### src/rtl/reaction_pkg.sv
// Shared types and constants for the reaction-time tester controller.
package reaction_pkg;

  typedef enum logic [2:0] {
    IDLE   = 3'd0,
    WAIT   = 3'd1,
    GO     = 3'd2,
    RESULT = 3'd3,
    ERROR  = 3'd4
  } state_e;

  localparam int          MAX_MS       = 9999;
  localparam int          MIN_DELAY_MS = 1000;
  localparam logic [15:0] LFSR_SEED    = 16'hACE1;
  // Taps 16,14,13,11 expressed as zero-based bit positions 15,13,12,10.
  localparam logic [15:0] LFSR_TAPS    = 16'hB400;

  // One Fibonacci step: shift left, feed back XOR of the tapped bits.
  function automatic logic [15:0] lfsr_next(input logic [15:0] s);
    return {s[14:0], ^(s & LFSR_TAPS)};
  endfunction

endpackage

### src/rtl/ms_tick_gen.sv
// Millisecond prescaler: one-cycle tick every TICKS_PER_MS clocks, restartable.
module ms_tick_gen #(
  parameter int TICKS_PER_MS = 10000
) (
  input  logic clk,
  input  logic reset_n,
  input  logic clear,
  output logic tick
);

  localparam int W = (TICKS_PER_MS > 1) ? $clog2(TICKS_PER_MS) : 1;
  localparam logic [W-1:0] LAST = W'(TICKS_PER_MS - 1);

  logic [W-1:0] cnt_q, cnt_d;

  assign tick = (cnt_q == LAST);

  // Next count: wrap after the last tick cycle, restart from zero on clear.
  always_comb begin
    cnt_d = tick ? '0 : cnt_q + W'(1);
    if (clear) cnt_d = '0;
  end

  // Prescaler register.
  always_ff @(posedge clk or negedge reset_n) begin
    if (!reset_n) cnt_q <= '0;
    else          cnt_q <= cnt_d;
  end

endmodule

### src/rtl/reaction_timer_ctrl.sv
// Reaction-time game controller: random arm delay, GO stimulus, ms measurement,
// best-score tracking and display value / error selection.
module reaction_timer_ctrl
  import reaction_pkg::*;
#(
  parameter int TICKS_PER_MS = 10000,
  parameter int LOCKOUT_MS   = 20
) (
  input  logic        clk,
  input  logic        reset_n,
  input  logic        btn,
  output logic [13:0] value,
  output logic        show_error,
  output logic        go_led
);

  localparam int LW = (LOCKOUT_MS > 0) ? $clog2(LOCKOUT_MS + 1) : 1;

  logic          sync1_q, sync2_q, prev_q, press_q;
  logic [LW-1:0] lock_q;
  logic [15:0]   lfsr_q;
  state_e        state_q;
  logic [11:0]   delay_q;
  logic [13:0]   count_q, result_q, best_q;
  logic [13:0]   value_q;
  logic          show_error_q, go_led_q;

  logic          tick, accept, enter_wait, enter_go, sat, better;
  logic [11:0]   new_delay;
  logic [13:0]   go_res;

  // A press is a synchronized rising edge seen while the debounce lockout is idle.
  assign accept     = sync2_q & ~prev_q & (lock_q == '0);
  assign enter_wait = (state_q == IDLE) && press_q;
  assign enter_go   = (state_q == WAIT) && !press_q && tick && (delay_q == 12'd1);
  assign sat        = (state_q == GO) && tick && (count_q == 14'(MAX_MS - 1));
  assign go_res     = sat ? 14'(MAX_MS) : count_q;
  assign better     = (go_res != '0) && ((best_q == '0) || (go_res < best_q));
  assign new_delay  = 12'(MIN_DELAY_MS) + 12'(lfsr_q[10:0]);

  ms_tick_gen #(.TICKS_PER_MS(TICKS_PER_MS)) u_tick (
    .clk     (clk),
    .reset_n (reset_n),
    .clear   (enter_wait | enter_go),
    .tick    (tick)
  );

  // Button synchronizer, edge register, debounce lockout and free-running LFSR.
  always_ff @(posedge clk or negedge reset_n) begin
    if (!reset_n) begin
      sync1_q <= 1'b0;
      sync2_q <= 1'b0;
      prev_q  <= 1'b0;
      press_q <= 1'b0;
      lock_q  <= '0;
      lfsr_q  <= LFSR_SEED;
    end else begin
      sync1_q <= btn;
      sync2_q <= sync1_q;
      prev_q  <= sync2_q;
      press_q <= accept;
      if (accept)                   lock_q <= LW'(LOCKOUT_MS);
      else if (tick && lock_q != '0) lock_q <= lock_q - LW'(1);
      lfsr_q  <= lfsr_next(lfsr_q);
    end
  end

  // Game FSM with its delay, reaction-count, result and best-score registers.
  always_ff @(posedge clk or negedge reset_n) begin
    if (!reset_n) begin
      state_q  <= IDLE;
      delay_q  <= '0;
      count_q  <= '0;
      result_q <= '0;
      best_q   <= '0;
    end else begin
      case (state_q)
        IDLE: if (press_q) begin
          state_q <= WAIT;
          delay_q <= new_delay;
        end
        // An early press beats the delay expiring on the same cycle.
        WAIT: if (press_q) begin
          state_q <= ERROR;
        end else if (tick) begin
          delay_q <= delay_q - 12'd1;
          if (enter_go) begin
            state_q <= GO;
            count_q <= '0;
          end
        end
        // Saturation on the press cycle still reports the saturated value.
        GO: if (press_q || sat) begin
          state_q  <= RESULT;
          result_q <= go_res;
          if (better) best_q <= go_res;
        end else if (tick) begin
          count_q <= count_q + 14'd1;
        end
        RESULT, ERROR: if (press_q) state_q <= IDLE;
        default: state_q <= IDLE;
      endcase
    end
  end

  // Registered display and LED outputs decoded from the current state.
  always_ff @(posedge clk or negedge reset_n) begin
    if (!reset_n) begin
      value_q      <= '0;
      show_error_q <= 1'b0;
      go_led_q     <= 1'b0;
    end else begin
      go_led_q     <= (state_q == GO);
      show_error_q <= (state_q == ERROR);
      case (state_q)
        IDLE:    value_q <= best_q;
        RESULT:  value_q <= result_q;
        default: value_q <= '0;
      endcase
    end
  end

  assign value      = value_q;
  assign show_error = show_error_q;
  assign go_led     = go_led_q;

endmodule

### config.mk
export PLATFORM = sky130hd
export DESIGN_NAME = reaction_timer_ctrl
export DESIGN_NICKNAME = d
export VERILOG_FILES = /design/src/rtl/reaction_pkg.sv /design/src/rtl/ms_tick_gen.sv /design/src/rtl/reaction_timer_ctrl.sv
export SDC_FILE = /design/constraint.sdc
export NUM_CORES = 1
export LEC_CHECK = 0
export ABC_AREA = 1
export CAP_MARGIN = 20
export CORE_AREA = 8 8 88 130
export CTS_BUF_LIST = sky130_fd_sc_hd__clkbuf_8
export DETAILED_ROUTE_END_ITERATION = 10
export DIE_AREA = 0 0 96 138
export HOLD_SLACK_MARGIN = 0.05
export PLACE_DENSITY = 0.76
export SLEW_MARGIN = 0
export SYNTH_ARGS = -nofsm -noshare
export SYNTH_HDL_FRONTEND = slang
export SYNTH_SLANG_ARGS = --single-unit
### constraint.sdc
create_clock -name clk -period 3.6 [get_ports clk]
set_clock_uncertainty 0.15 [all_clocks]
set_input_delay 0.36 -clock clk [delete_from_list [all_inputs] [get_ports clk]]
set_output_delay 0.36 -clock clk [all_outputs]
set_load 0.01 [all_outputs]
Yosys cells after proc, flatten, opt, wreduce, memory -nomap -nowiden
Cells that the tools add are included.
- register bits after elaboration: 112
- output and inout bits: 16
- logic and storage cells: 91
- $add $sub $neg: 5
- $lt $le $gt $ge: 1
- equal/unequal tests: 17
- mux-type cells: 23
- bitwise gates (word level): 4
- reductions and logical operators: 26
- operators by type and width (kind ; count):
    2-to-1 mux 14 bit ; 8
    case mux 14 bit (2 select lines) ; 2
    2-to-1 mux 12 bit ; 3
    adder 14 x 1 -> 14 bit, second input constant ; 2
    equality test 14 bit, second input constant ; 2
    case mux 12 bit (2 select lines) ; 1
    2-to-1 mux 3 bit ; 6
    XOR reduction 16 bit ; 1
    zero test 14 bit ; 1
    less-than comparator 14 bit ; 1
    inequality test 2 bit, second input constant ; 7
    nonzero test 14 bit ; 1
    adder 10 x 11 -> 12 bit, first input constant ; 1
    equality test 12 x 1 -> 1 bit, second input constant ; 1
    case mux 3 bit (4 select lines) ; 1
    subtractor 12 x 1 -> 12 bit, second input constant ; 1
    2-to-1 mux 5 bit ; 2
    logical AND 1 bit ; 8
    equality test 3 x 2 -> 1 bit, second input constant ; 2
    inequality test 3 bit, second input constant ; 2
    AND reduction 6 bit ; 1
    nonzero test 2 bit ; 3
    zero test 5 bit ; 1
    AND reduction 5 bit ; 1
    other kinds (15) ; 17

Logic depth before layout (Yosys ltp)
Gate-level depths: netlist of the first run.
- word-level depth: 8
- depth in mapped cells: 20

Cells and area by module
A second synthesis of the first run with hierarchy kept.
- cell total of the unflattened synthesis: 660
- area total of the unflattened synthesis: 5734.2 µm²
- by module, submodules not included (module ; times used ; cells each ; area each (µm²) ; sequential area each (µm²)):
    reaction_timer_ctrl ; 1 ; 559 ; 4923.5 ; 2462.4
    ms_tick_gen ; 1 ; 101 ; 810.8 ; 350.3

Worst setup path before layout of the first run
Ideal clock, no wire load.
- kind: register -> register
- start point: register count_q[0]
- end point: register best_q[5]
- arrival: 2110 ps
- required time: 3333 ps
- slack: 1224 ps
- cell stages (with the launch flop): 21
- path buffers: 1
- period minus slack after synthesis: 2376 ps
- path through: dfrtp_1 -> inv_1 -> ha_1 -> nand2_1 -> nor2_1 -> nand3_2 -> nor2_4 -> nand2_4 -> nand2_1 -> ha_1 -> nand2_1 -> nand2_1 -> nand2_1 -> nand2_1 -> nand2_1 -> nand2_2 -> nand2_4 -> nand2_4 -> buf_12 -> nand2_2 -> nand2_1
- word-level cells in the longest chain between the ends: 7
- elaborated cells between the ends (all ways): 9
- those cells by class: order compare (1); eq/ne (1); mux (1); reduce/logical (6)
- RTL lines (element ; line ; text):
    start: declaration ; reaction_timer_ctrl.sv:24 ; logic [13:0] count_q, result_q, best_q;
    start signal: assignment ; reaction_timer_ctrl.sv:98 ; count_q <= count_q + 14'd1;
    equality test 14 bit (*) ; reaction_timer_ctrl.sv:36 ; assign sat = (state_q == GO) && tick && (count_q == 14'(MAX_MS - 1));
    logical AND 1 bit (*) ; reaction_timer_ctrl.sv:36 ;
    2-to-1 mux 14 bit (*) ; reaction_timer_ctrl.sv:37 ; assign go_res = sat ? 14'(MAX_MS) : count_q;
    net go_res[1] ; reaction_timer_ctrl.sv:30 ; logic [13:0] go_res;
    less-than comparator 14 bit ; reaction_timer_ctrl.sv:38 ; assign better = (go_res != '0) && ((best_q == '0) || (go_res < best_q));
    logical OR 1 bit ; reaction_timer_ctrl.sv:38 ;
    logical AND 1 bit (*) ; reaction_timer_ctrl.sv:38 ;
    AND reduction 3 bit (no source line) (*) ; n/a ;
    end signal: assignment ; reaction_timer_ctrl.sv:96 ; if (better) best_q <= go_res;
    end: declaration ; reaction_timer_ctrl.sv:24 ;
Mark *: on every way through the listed nets, which the timed path passes. The rest lies on a longest branch.
A chain may end at the register's enable or synchronous reset.

Worst setup path after layout of the first run
- start point: register count_q[0]
- end point: register best_q[10]
The elaborated chain is that of the path after synthesis.

==> results of run 1 <==
==> power by group through the flow <==
stage	logic, mW	clock network, mW	registers (mW)
after floorplan	0.595	0	1.50
after global placement	0.759	0	1.52
after detailed placement	0.787	0	1.53
after CTS	0.793	0.909	1.50
after global routing	0.906	0.951	1.53
final	0.789	0.894	1.51
==> metrics by stage <==
stage / hold WS, ps / area [µm²]
final: 209 / 6100
after global routing: 215 / 6100
after CTS: 211 / 6100
after detailed placement: 188 / 5850
after global placement: 184 / 5850
after floorplan: -85.6 / 5610
==> per-layer routing <==
layer / global-route usage / up-vias / routed length, µm
li1: - / 2106 / -
met1: 0.206 / 2041 / 4580
met2: 0.329 / 85 / 6350
met3: 0.0325 / 36 / 313
met4: 0.113 / 0 / 567
met5: 0 / - / 0
==> path summary, 6_finish.rpt <==
kind / from / end / slack (ps)
worst max register to register: count_q[0] / best_q[10] / 930
min in group asynchronous: reset_n / value[5] / 470
worst max-delay path: count_q[0] / best_q[10] / 930
worst min-delay path: sync1_q / sync2_q / 210
worst min register to register: sync1_q / sync2_q / 210
max in group asynchronous: reset_n / lock_q[4] / 2100
==> cell usage in the layout, fill, tap and decap left out, drive strengths merged, types with 2 or more instances in the layout <==
master / n
a21oi: 18
clkbuf: 9
nand3: 35
ha: 20
bufinv: 3
a211oi: 3
a31oi: 3
o221ai: 2
nand2: 134
nor4: 9
buf: 4
xor2: 12
nor3: 16
nor2: 66
dfstp: 8
o211ai: 5
nand4: 11
o22ai: 5
clkdlybuf4s50: 17
nor3b: 3
o31ai: 5
dfrtp: 104
inv: 84
xnor2: 8
o21ai: 60
==> state kept, by name (all words and copies together), names as in the netlist <==
name          flops
best_q           14
press_q           1
sync1_q           1
count_q          14
value            14
go_led            1
u_tick.cnt_q     14
lock_q            5
prev_q            1
result_q         14
sync2_q           1
show_error        1
delay_q          12
state_q           3
lfsr_q           16
==> cell families after synthesis <==
| kind of cell | after synthesis |
|---|---|
| buffers and inverters | 107 |
| and+or+nand+nor | 277 |
| AOI/OAI and AO/OA | 105 |
| adders and majority gates | 20 |
| DFF | 112 |
| xor gates and xnor gates | 20 |
==> worst reg2reg max path, cell delays in order (launching register included) <==
cell     delay, ps
dfrtp_1        460
inv_1          160
ha_1           170
nand2_1         50
nor2_1         120
nand3_2        100
nor2_4         110
nand2_4         80
nand2_1        120
ha_1           240
nand2_1         70
nand2_1         40
nand2_1         50
nand2_1         40
nand2_1         80
nand2_2         70
nand2_4        150
nand2_4        170
nand2_2        110
nand2_1         50
==> timing repair <==
item                                    CTS  global route
endpoints found under the hold margin    60             0
hold buffers                              1             0
endpoints found under the setup margin    0             0
==> area by class of cell <==
type	instances	area, µm²
clock buffer	9	124
clock inverter	7	119
fill	784	3420
inverter	82	308
multi-input combinational	422	2370
sequential	112	2810
tap	115	144
timing repair buffer	22	223
==> flow_summary.ini, run 1 <==
[hold_path]
whs_path_depth = 0
hold_path_class = register to register

[power_and_ir_drop]
seqPwrFrac = 0.472
powerDensity_mw_per_mm2 = 523
power.total_mw = 3.19
switchingPower_mw = 1.09
swShare = 0.341
irDropWorstVdd_v = 0.000328
power_frac_comb = 0.247
internal-power_mw = 2.10
p_clk_frac = 0.280
p_leak_nw = 2.87

[logic_synthesis]
yosysMostFrequentCell = nand2_1
synth_xor_area_frac = 0.0312
synth.net_count = 664
synth_top_area_frac = 0.464
synth_top_family_by_area = simple AND/OR/NAND/NOR gates
yosysSeqAreaShare = 0.501
synthAdderAreaFrac = 0.0446
yosys_warnings = 0
yosys_most_used_dff = dfrtp_1
synth_seq_cells = 112
synthTopCellsByArea = dfrtp_1 46%, nand2_1 7.6%, inv_1 5.1%
ys_types = 46
ys_top_cells_by_count = 114 x nand2_1, 104 x dfrtp_1, 76 x inv_1
synthMuxAreaShare = 0
synth-edff-count = 0
synth_compound_area_frac = 0.110
synth_simple_gate_area_frac = 0.237
synth.cell_area_mm2 = 0.00561
ys_async_sr_fraction = 1.00
synth_top_area_cell = dfrtp_1
avgSynthCellArea_um2 = 8.75
synthCells = 641

[timing]
finalCriticalPeriod_ps = 2670
fin_ws_ps = 926
hold_violations = 0
rsz0062_at_grt = no
drv_slew = 0
period_share = 0.743
setup_violations = 0
setup_tns_ps = 0
timing.fmax_mhz = 374
relSlewSlack = 0.450
worstMarginPinSlew_ps = 825

[clocking]
cts.clk_slew.worst_paths_ps = 100
htreeDepth = 3
cts_tree = yes
clk_latency_ps = 380
postCtsSetupBuffers = 0
clock-sinks = 112
cts_root_buf = clkbuf_8
cts_buffer_depth = 2
cts_resized = 0
cts_buffers = 9

[finish]
fin_util = 0.640
area_growth_pct = 8.72
antenna_cells = 0
drive_gt1_frac = 0.102
stdcell_count = 769
finalNetCount = 672

[global_routing]
grt_pass1_vias = 4325
grtUsageTotal = 0.190
grt_pass1_wl_um = 20100
gr-total-overflow = 0
grt_max_degree = 70
antenna_found_initial = 0

[critical_path]
arrival_ps = 2800
cp_slowest_stage_delay_ps = 460
cp_cell_sequence = inv_1 -> ha_1 -> nand2_1 -> nor2_1 -> nand3_2 -> nor2_4 -> nand2_4 -> nand2_1 -> ha_1 -> nand2_1 -> nand2_1 -> nand2_1 -> nand2_1 -> nand2_1 -> nand2_2 -> nand2_4 -> nand2_4 -> nand2_2 -> nand2_1
start_kind = register
critPathMaxFanout = 15
required_ps = 3730
critical_path_class = register to register
r2r_cells = 19
cp.depth = 19
endpoint_kind = register
crit_buf_inv = 1
crit_slowest_cell = dfrtp_1
critPathTopFamily = simple AND/OR/NAND/NOR gates
cp_common_cell = nand2_1

[route]
route.detailed.drc = 0
drt_iter0_drc = 192
vias = 4268
ant_nets = 0
drt_first_pass_iters = 4
wl_um = 11800
routed_via_density = 5.55
avgRoutedWirePerCell_um = 15.3

[status]
outcome = completed

[floorplan]
die_w_um = 96
die_y_um = 138
dieArea_mm2 = 0.0132
start_util = 0.589
coreArea_mm2 = 0.00952
rows = 44
pin_count = 19

[place]
dp_hpwl_um = 8870
numPortBuffers = 18
place_ws_ps = 944
placed_cells = 752
gp_congestion = 0.932

[job]
max-cap-violations = 0
(Power assumes the default switching activity.)
==> run 2: changes to the inputs <==
Clock period 3.6 ns to 2.6 ns, I/O delays scaled along.
==> flow_summary.ini, run 2 (synthesis gave the netlist of run 1 again) <==
[route]
drt_first_pass_iters = 4
routed_via_density = 5.52
vias = 4379
ant_nets = 0
wl_um = 12100
route.detailed.drc = 0
avgRoutedWirePerCell_um = 15.2
drt_iter0_drc = 169

[global_routing]
gr-total-overflow = 0
grtUsageTotal = 0.192
grt_max_degree = 54
grt_pass1_wl_um = 20300
grt_pass1_vias = 4488
antenna_found_initial = 0

[timing]
finalHoldWorstSlack_ps = 138
hold_violations = 0
drv_slew = 0
worstMarginPinSlew_ps = 584
period_share = 0.943
finalCriticalPeriod_ps = 2450
timing.fmax_mhz = 408
relSlewSlack = 0.607
setup_violations = 0

[critical_path]
critical_path_class = register to register
endpoint_kind = register
arrival_ps = 2620
required_ps = 2770
r2r-start = u_tick.cnt_q[0]
critPathMaxFanout = 7
start_kind = register
cp-startpoint = u_tick.cnt_q[0]

[floorplan]
coreArea_mm2 = 0.00952
die_y_um = 138
pin_count = 19
dieArea_mm2 = 0.0132
rows = 44
die_w_um = 96
start_util = 0.589

[place]
dpl_cell_area_mm2 = 0.00599
gp_congestion = 0.927
numPortBuffers = 18
dp_hpwl_um = 9150

[finish]
final_cell_mix = 113 x nand2_1, 103 x dfrtp_1, 75 x inv_1
fin_util = 0.659
drive_gt1_frac = 0.143
multi_input_area_mm2 = 0.00242
fillers = 749
antenna_cells = 0
finalNetCount = 696
regMostFlops = lfsr_q
seq_area_mm2 = 0.00281
largest_reg_flops = 16
layout_commonest_cell = nand2_1
area_growth_pct = 11.8
stdcell_area_mm2 = 0.00627

[hold_path]
hold_path_class = primary input to async pin

[clocking]
cts_buffer_depth = 2
cts.clk_slew.worst_paths_ps = 110
clock-sinks = 112
htreeDepth = 3
cts_buffers = 9
clk_latency_ps = 380
cts_root_buf = clkbuf_8
cts_tree = yes

[power_and_ir_drop]
irDropWorstVdd_v = 0.000530
powerDensity_mw_per_mm2 = 679
power.total_mw = 4.26
p_leak_nw = 2.96

[status]
outcome = completed

[job]
max-cap-violations = 0
==> run 2: timing repair <==
item	CTS	global route
buffers inserted	0	4
gates resized for setup	0	10
setup endpoints to repair	0	16
hold endpoints to repair	64	0
hold buffers	1	0
==> run 2: routing by layer <==
metal	GRT usage	share of wire	vias to the layer above
li1	-	-	2146
met1	0.200	0.38	2094
met2	0.335	0.54	93
met3	0.0396	0.029	46
met4	0.116	0.055	0
met5	0	0	-
==> run 2: final cells by class <==
| cell class | count | area share |
|---|---|---|
| clock buffer | 11 | 0.0241 |
| clock inverter | 5 | 0.00618 |
| inverter | 82 | 0.0491 |
| multi-input combinational | 423 | 0.386 |
| sequential | 112 | 0.448 |
| tap | 115 | 0.0229 |
| timing repair buffer | 45 | 0.0636 |
==> run 2: path summary, 6_finish.rpt <==
path,slack (ps),to,depth (start not counted)
setup / recovery,150,best_q[11],18
hold / removal,140,best_q[4],2
min in group clk,170,sync1_q,1
hold reg to reg,210,sync2_q,0
setup reg to reg,150,best_q[11],18
max in group asynchronous,1370,u_tick.cnt_q[12],3
==> run 2: stage by stage <==
step,TNS [ps],setup slack (ps),instances
floorplan,0,224,641
global placement,0,199,771
detailed placement,0,61.6,771
CTS,0,57.7,788
global route,-110,-20.9,793
finish,0,149,793
==> run 2: power by group <==
group | switching, mW | internal (mW)
combinational | 0.755 | 0.395
clock | 0.598 | 0.409
sequential | 0.185 | 1.92
==> run 2: critical path: stages, from the launching register on <==
cell and delay [ps]:
dfrtp_1 420, ha_4 170, nand3_4 90, inv_2 70, nand3b_1 110, nor2_4 180, nand2_4 90, nand2_2 80
ha_1 220, nand2_1 70, nand2_1 40, nand2_1 50, nand2_1 40, nand2_1 70, nand2_2 60, nand2_4 160
buf_4 140, nand3_1 80, nand2_1 100
